File: config.mk
export PLATFORM = sky130hd
export DESIGN_NAME = frame_writer
export DESIGN_NICKNAME = d
export VERILOG_FILES = /design/src/rtl/frame_writer.sv
export SDC_FILE = /design/constraint.sdc
export NUM_CORES = 1
export LEC_CHECK = 0
export ABC_AREA = 1
export BUFFER_PORTS_ARGS = -buffer_cell sky130_fd_sc_hd__buf_2
export CAP_MARGIN = 20
export CORE_ASPECT_RATIO = 2
export CORE_MARGIN = 10
export CORE_UTILIZATION = 45
export CTS_CLUSTER_SIZE = 20
export DETAILED_ROUTE_END_ITERATION = 10
export HOLD_SLACK_MARGIN = 0.12
export PLACE_DENSITY = 0.7
export SETUP_SLACK_MARGIN = 0.02
export SLEW_MARGIN = 0
export SYNTH_ARGS = -nofsm -noshare
export SYNTH_HDL_FRONTEND = slang
export SYNTH_SLANG_ARGS = --single-unit
File: constraint.sdc
create_clock -name clk -period 1.7 [get_ports clk]
set_input_delay 0.085 -clock clk [delete_from_list [all_inputs] [get_ports clk]]
set_output_delay 0.085 -clock clk [all_outputs]
set_load 0.05 [all_outputs]
File: src/rtl/frame_writer.sv
// frame_writer: streams pixels into frame RAM at consecutive addresses, tracking x/y; one write per accept, registered.
// Optional FRAME_CLEAR_EN adds clear_req and a CLEAR state that fills the whole frame with CLEAR_COLOUR.
module frame_writer #(
  parameter int WIDTH  = 240,
  parameter int HEIGHT = 240,
  parameter int AW     = 16,
`ifdef FRAME_CLEAR_EN
  parameter int DW     = 9,
  parameter logic [DW-1:0] CLEAR_COLOUR = '0
`else
  parameter int DW     = 9
`endif
) (
  input  logic          clk,
  input  logic          resetn,
  input  logic          start,
`ifdef FRAME_CLEAR_EN
  input  logic          clear_req,
`endif
  input  logic          pix_valid,
  input  logic [DW-1:0] pix_data,
  output logic          pix_ready,
  output logic [AW-1:0] mem_addr,
  output logic [DW-1:0] mem_data,
  output logic          mem_wren,
  output logic [7:0]    x,
  output logic [7:0]    y,
  output logic          busy,
  output logic          frame_done
);

  localparam logic [AW-1:0] LAST_ADDR = AW'(WIDTH * HEIGHT - 1);
  localparam logic [7:0]    X_LAST    = 8'(WIDTH - 1);

  typedef enum logic [1:0] {
    S_IDLE  = 2'd0,
    S_WRITE = 2'd1,
`ifdef FRAME_CLEAR_EN
    S_DONE  = 2'd2,
    S_CLEAR = 2'd3
`else
    S_DONE  = 2'd2
`endif
  } state_t;

  state_t        state_q, state_d;
  logic [AW-1:0] addr_q, addr_d;
  logic [7:0]    x_q, x_d;
  logic [7:0]    y_q, y_d;
  logic          wr_vld;
  logic [DW-1:0] wr_dat;

  always_comb begin
    state_d    = state_q;
    addr_d     = addr_q;
    x_d        = x_q;
    y_d        = y_q;
    wr_vld     = 1'b0;
    wr_dat     = pix_data;
    pix_ready  = (state_q == S_WRITE);
    busy       = (state_q != S_IDLE);
    frame_done = (state_q == S_DONE);

    case (state_q)
      S_IDLE: begin
`ifdef FRAME_CLEAR_EN
        if (clear_req) begin
          state_d = S_CLEAR;
          addr_d  = '0;
          x_d     = '0;
          y_d     = '0;
        end else
`endif
        if (start) begin
          state_d = S_WRITE;
          addr_d  = '0;
          x_d     = '0;
          y_d     = '0;
        end
      end
      S_WRITE: begin
        // pix_ready is Moore, so an accept is simply pix_valid while in WRITE
        if (pix_valid) begin
          wr_vld = 1'b1;
          if (addr_q == LAST_ADDR) begin
            state_d = S_DONE;
            addr_d  = '0;
            x_d     = '0;
            y_d     = '0;
          end else begin
            addr_d = addr_q + 1'b1;
            if (x_q == X_LAST) begin
              x_d = '0;
              y_d = y_q + 8'd1;
            end else begin
              x_d = x_q + 8'd1;
            end
          end
        end
      end
`ifdef FRAME_CLEAR_EN
      S_CLEAR: begin
        wr_vld = 1'b1;
        wr_dat = CLEAR_COLOUR;
        if (addr_q == LAST_ADDR) begin
          state_d = S_DONE;
          addr_d  = '0;
        end else begin
          addr_d = addr_q + 1'b1;
        end
      end
`endif
      default: state_d = S_IDLE;
    endcase
  end

  always_ff @(posedge clk) begin
    if (!resetn) begin
      state_q  <= S_IDLE;
      addr_q   <= '0;
      x_q      <= '0;
      y_q      <= '0;
      mem_addr <= '0;
      mem_data <= '0;
      mem_wren <= 1'b0;
    end else begin
      state_q  <= state_d;
      addr_q   <= addr_d;
      x_q      <= x_d;
      y_q      <= y_d;
      mem_wren <= wr_vld;
      if (wr_vld) begin
        mem_addr <= addr_q;
        mem_data <= wr_dat;
      end
    end
  end

  assign x = x_q;
  assign y = y_q;

endmodule

# Yosys cells after proc, flatten, opt, wreduce, memory -nomap -nowiden

Index checks and enable logic that the tools add are counted.

Equality and inequality tests: 8
Bitwise gates (word level): 0
Div/mod/pow operators: 0
Reduce and logical (&&, ||, !) cells: 6
$add $sub $neg: 3
$mul: 0
Shift operators: 0
Order comparisons: 0
Multiplexer cells: 19

Operators with widths:

| operator                                                                 | number |
|---|---|
| 8-bit two-way mux                                                        | 7 |
| 16-bit two-way mux                                                       | 3 |
| 16-bit case mux with 2 select lines                                      | 1 |
| 8-bit case mux with 2 select lines                                       | 2 |
| 16-bit by 1-bit adder with 16-bit output (second input constant)         | 1 |
| 8-bit by 1-bit adder with 8-bit output (second input constant)           | 2 |
| 16-bit == test (second input constant)                                   | 1 |
| 8-bit == test (second input constant)                                    | 1 |
| 2-bit two-way mux                                                        | 3 |
| 3-bit AND reduction                                                      | 2 |
| 2-bit inequality test (second input constant)                            | 2 |
| 2-bit case mux with 2 select lines                                       | 1 |
| 4-bit AND reduction                                                      | 1 |
| 2-bit nonzero test                                                       | 2 |
| 3-bit by 1-bit inequality test with 1-bit output (second input constant) | 1 |
| 2-bit by 1-bit == test with 1-bit output (second input constant)         | 1 |
| 2-bit == test (second input constant)                                    | 1 |
| 2-bit zero test                                                          | 1 |
| 1-bit two-way mux                                                        | 2 |
| 2-bit by 1-bit inequality test with 1-bit output (second input constant) | 1 |

Memories kept: 0
Bits in registers: 60
RAM bits: 0
Output and inout port bits: 45
ROM bits: 0
Input port bits: 13
Latch bits: 0

# Longest topological paths before layout

Depth after elaboration: 5
Gate-level depth with buffers: 10

# Worst setup path before layout

OpenSTA, ideal clock, no wires.

Path type: register to register
Start: register x_q[0] (netlist: x[0])
End: register x_q[4] (netlist: x[4])
Library setup time: 120 ps
Path buffers: 0
Arrival time: 1,625 ps
Clock period less this slack: 1,745 ps
Required time: 1,580 ps
Stages on the path, launching flop included: 9
Path slack: -45 ps
Cells stage by stage: dfxtp_1 > ha_1 > nand2_1 > inv_1 > nand4_1 > nand3_2 > nand2_2 > nand2_1 > nor2_1

Word-level cells in the longest chain between the ends: 5

RTL lines:

| element                                                                        | RTL line | RTL |
|---|---|---|
| from (decl)                                                                    | 48       | `logic [7:0] x_q, x_d;` |
| from (signal assigned)                                                         | 121      | `x_q <= '0;` |
| from (signal assigned)                                                         | 129      | `x_q <= x_d;` |
| 8-bit by 1-bit adder with 8-bit output / 8-bit == test (equally long branches) | 96, 92   |  |
| 8-bit two-way mux (*)                                                          | 92       | `if (x_q == X_LAST) begin` |
| 8-bit two-way mux (*)                                                          | 85       | `if (addr_q == LAST_ADDR) begin` |
| 8-bit two-way mux (*)                                                          | 83       | `if (pix_valid) begin` |
| 8-bit case mux with 2 select lines (*)                                         | 64       | `case (state_q)` |

Every way passes the cells marked *; elsewhere a longest branch is shown, timed or not. The select of a mux whose other input is x is not followed.
A chain may end at the register's enable or synchronous reset.

# Worst setup path in the final report

Start: register state_q[0]
End: output port pix_ready

Word-level cells in the longest chain between the ends: 1

RTL lines:

| element                                  | RTL line | RTL |
|---|---|---|
| from (decl)                              | 46       | `state_t state_q, state_d;` |
| from (signal assigned)                   | 127      | `state_q <= state_d;` |
| 2-bit by 1-bit == test with 1-bit output | 60       | `pix_ready = (state_q == S_WRITE);` |
| to (decl)                                | 22       | `output logic pix_ready,` |

No other way between the ends.

==> flow_summary.toml <==
[critical_path]
path_cells = "nand2_1 > inv_2 > buf_4 > buf_2"
critPathMaxFanout = 11
worstSetupEndpointType = "output pin"
slowest_stage = "dfxtp_1"
ff2ff_path_depth = 8
cpPeakStageDelay_ns = 0.42
crit_path_start_kind = "flop"
cp_data_required_time_ns = 1.62
crit_type = "reg2out"
r2r_setup_slack_ns = 0.13
r2r_start = "addr_q[1]"
arrival_ns = 1.51
rr_endpoint = "addr_q[14]"

[logic_synthesis]
synth_fa_ha_area_share_pct = 1.33
synth_top_family_by_area = "simple AND/OR/NAND/NOR gates"
yosys.area.top_type = "dfxtp_1"
ys_ff_latch = 60
async_flop_share_pct = 0
synth_edf_count = 0
synthTopCellsByCount = "87 x nand2_1, 60 x dfxtp_1, 56 x nand3_1"
syn_inst = 392
synth.area.mux_share_pct = 0
syn_nets = 408
synth_area_per_cell_um2 = 7.22
synth_area_leaders = "dfxtp_1 42%, nand2_1 12%, nand3_1 9.9%"
synth_compound_area_share_pct = 8.27
ys_seq_area_share_pct = 42.5
synth_most_common_cell = "nand2_1"
yosys.area_share.simple_pct = 36.4
synth_xor_area_share_pct = 3.10
syn_area_um2 = 2830
synth.top_cell.area_share_pct = 42.5
yosysUniqueCellTypes = 31
ys.flop_type = "dfxtp_1"
ys_warn_count = 0

[global_route]
grt_max_degree = 28
globalRouteOverflowTotal = 0
antenna_found_initial = 0
grt_pass1_vias = 2683
grt.total_usage_pct = 14.6
grt_pass1_wl_um = 12300

[clock_network]
cts_sinks = 60
cts_htree_levels = 3
ctsLongestPathBuffers = 2
insertion_delay_ns = 0.33
clk_pin_slew_ns = 0.05
cts_tree = "done"
cts_buffers = 9
postCtsSetupBuffers = 0
cts_root_buf = "clkbuf_16"

[power]
switching_power_mw = 0.965
p_clk_share_pct = 45.6
p_sw_share_pct = 26.9
power.internal_mw = 2.63
powerDensity_nw_per_um2 = 998
seqPwrFrac_pct = 40.8
irDropWorstVdd_v = 0.000666
p_comb_share_pct = 13.6
leakagePower_nw = 1.59

[worst_hold_path]
hold_path_end = "state_q[0]"
min_path_type = "in2reg"
whs_path_depth = 5
hp-start = "start"

[floorplanning]
core-area_um2 = 6060
die-area_um2 = 10100
io_pins = 58
die_x_um = 76.1
die_y_um = 132
rows = 40
start_util_pct = 46.7

[sta]
hold-worst-slack_ns = 0.151
max_clock_freq_mhz = 629
worst_slew_pin_slew_ns = 0.364
period_needed_ns = 1.59
setup_violations = 0
slew_violations = 0
setup_ws_ns = 0.109
fin_crit_sh_pct = 93.6
finalHoldViolCount = 0
slew_headroom_pct = 75.8
fin_skew_ns = 0.00479
tns_ns = 0

[finish]
drive_gt1_share_pct = 22.4
nNetsFinal = 481
area_growth_pct = 27.2
antenna_cells = 0
fillCellCount = 574
fin_util_pct = 59.4

[placement]
io_buffers = 57
place.gp.congestion = 0.914
place_ws_ns = 0.0788
dp_hpwl_um = 5250

[drt]
via_count = 2744
drcViolationCount = 0
ant_nets = 0
drt_wl_total_um = 7210
drtIter0Drc = 115
viasPerCell = 4.96
first_pass_iters = 6
wl_per_cell_um = 13.0

[status]
status = "finished, final reports clean"

[flow_run]
max_cap_violations = 0
-- layout make-up --
class | instances | area (µm²) | share of cell area, %
tap | 84 | 105 | 2.92
multi-input combinational | 278 | 1410 | 39.2
inverter | 39 | 151 | 4.21
timing repair buffer | 77 | 458 | 12.7
sequential | 60 | 1200 | 33.5
clock buffer | 13 | 260 | 7.23
clock inverter | 2 | 10.0 | 0.278
-- cells in the final DEF, fill, tap and decap left out, types with 11 or more instances in the layout --
cell type,n
nor2_1,50
a21oi_1,36
dfxtp_1,58
inv_1,36
buf_4,11
buf_2,57
nand2_1,86
nand3_1,56
-- kinds of logic (layout without fill, tap and decap cells) --
kind of cell | count (synthesis) | after routing
buffers and inverters | 54 | 131
AO/OA/AOI/OAI | 42 | 42
XOR/XNOR | 10 | 10
flip-flops | 60 | 60
adder cells (fa/ha/maj) | 3 | 3
AND/OR/NAND/NOR | 223 | 223
-- routing by layer --
metal	global-route usage (%)	up-vias	share of wire [%]
li1	-	1411	-
met5	0	-	0
met2	25.5	67	52
met4	7.07	0	2.1
met3	4.58	12	5.0
met1	15.3	1254	41
-- flip-flops by register name (all words and copies together) (netlist names) --
signal and count:
x 8, mem_addr 16, mem_data 9, addr_q 16, y 8, state_q 2
mem_wren 1
-- worst max path at each step --
stage                           from          end
final                     state_q[0]    pix_ready
after global routing       addr_q[1]         y[2]
after CTS                  addr_q[1]         x[0]
after detailed placement   addr_q[1]         x[6]
after global placement     addr_q[1]         x[6]
after floorplan           state_q[0]  mem_addr[0]
-- power groups by stage --
stage                     clock, mW  combinational (mW)  sequential (mW)
final                          1.64               0.490             1.47
after detailed placement          0               0.464             1.49
after floorplan                   0               0.291             1.56
after global placement            0               0.456             1.49
after CTS                      1.66               0.482             1.46
after global routing           1.72               0.535             1.47
-- per-stage QoR --
step                cell area, µm²  std cells  total power [mW]
floorplan                     2830        392              1.86
global placement              3220        529              1.95
detailed placement            3220        529              1.95
CTS                           3580        553              3.60
global route                  3600        553              3.72
finish                        3600        553              3.59
-- worst max-delay path: cells and delay by family (launching register included) --
family        cells  cell delay [ns]
buf+inv           3             0.65
flops             1             0.42
simple gates      1             0.11
-- what timing repair did --
item	4_1_cts	5_1_grt
endpoints found under the setup margin	0	21
resized for setup	0	4
hold buffers	9	0
endpoints found under the hold margin	9	0
(Power assumes the default switching activity.)
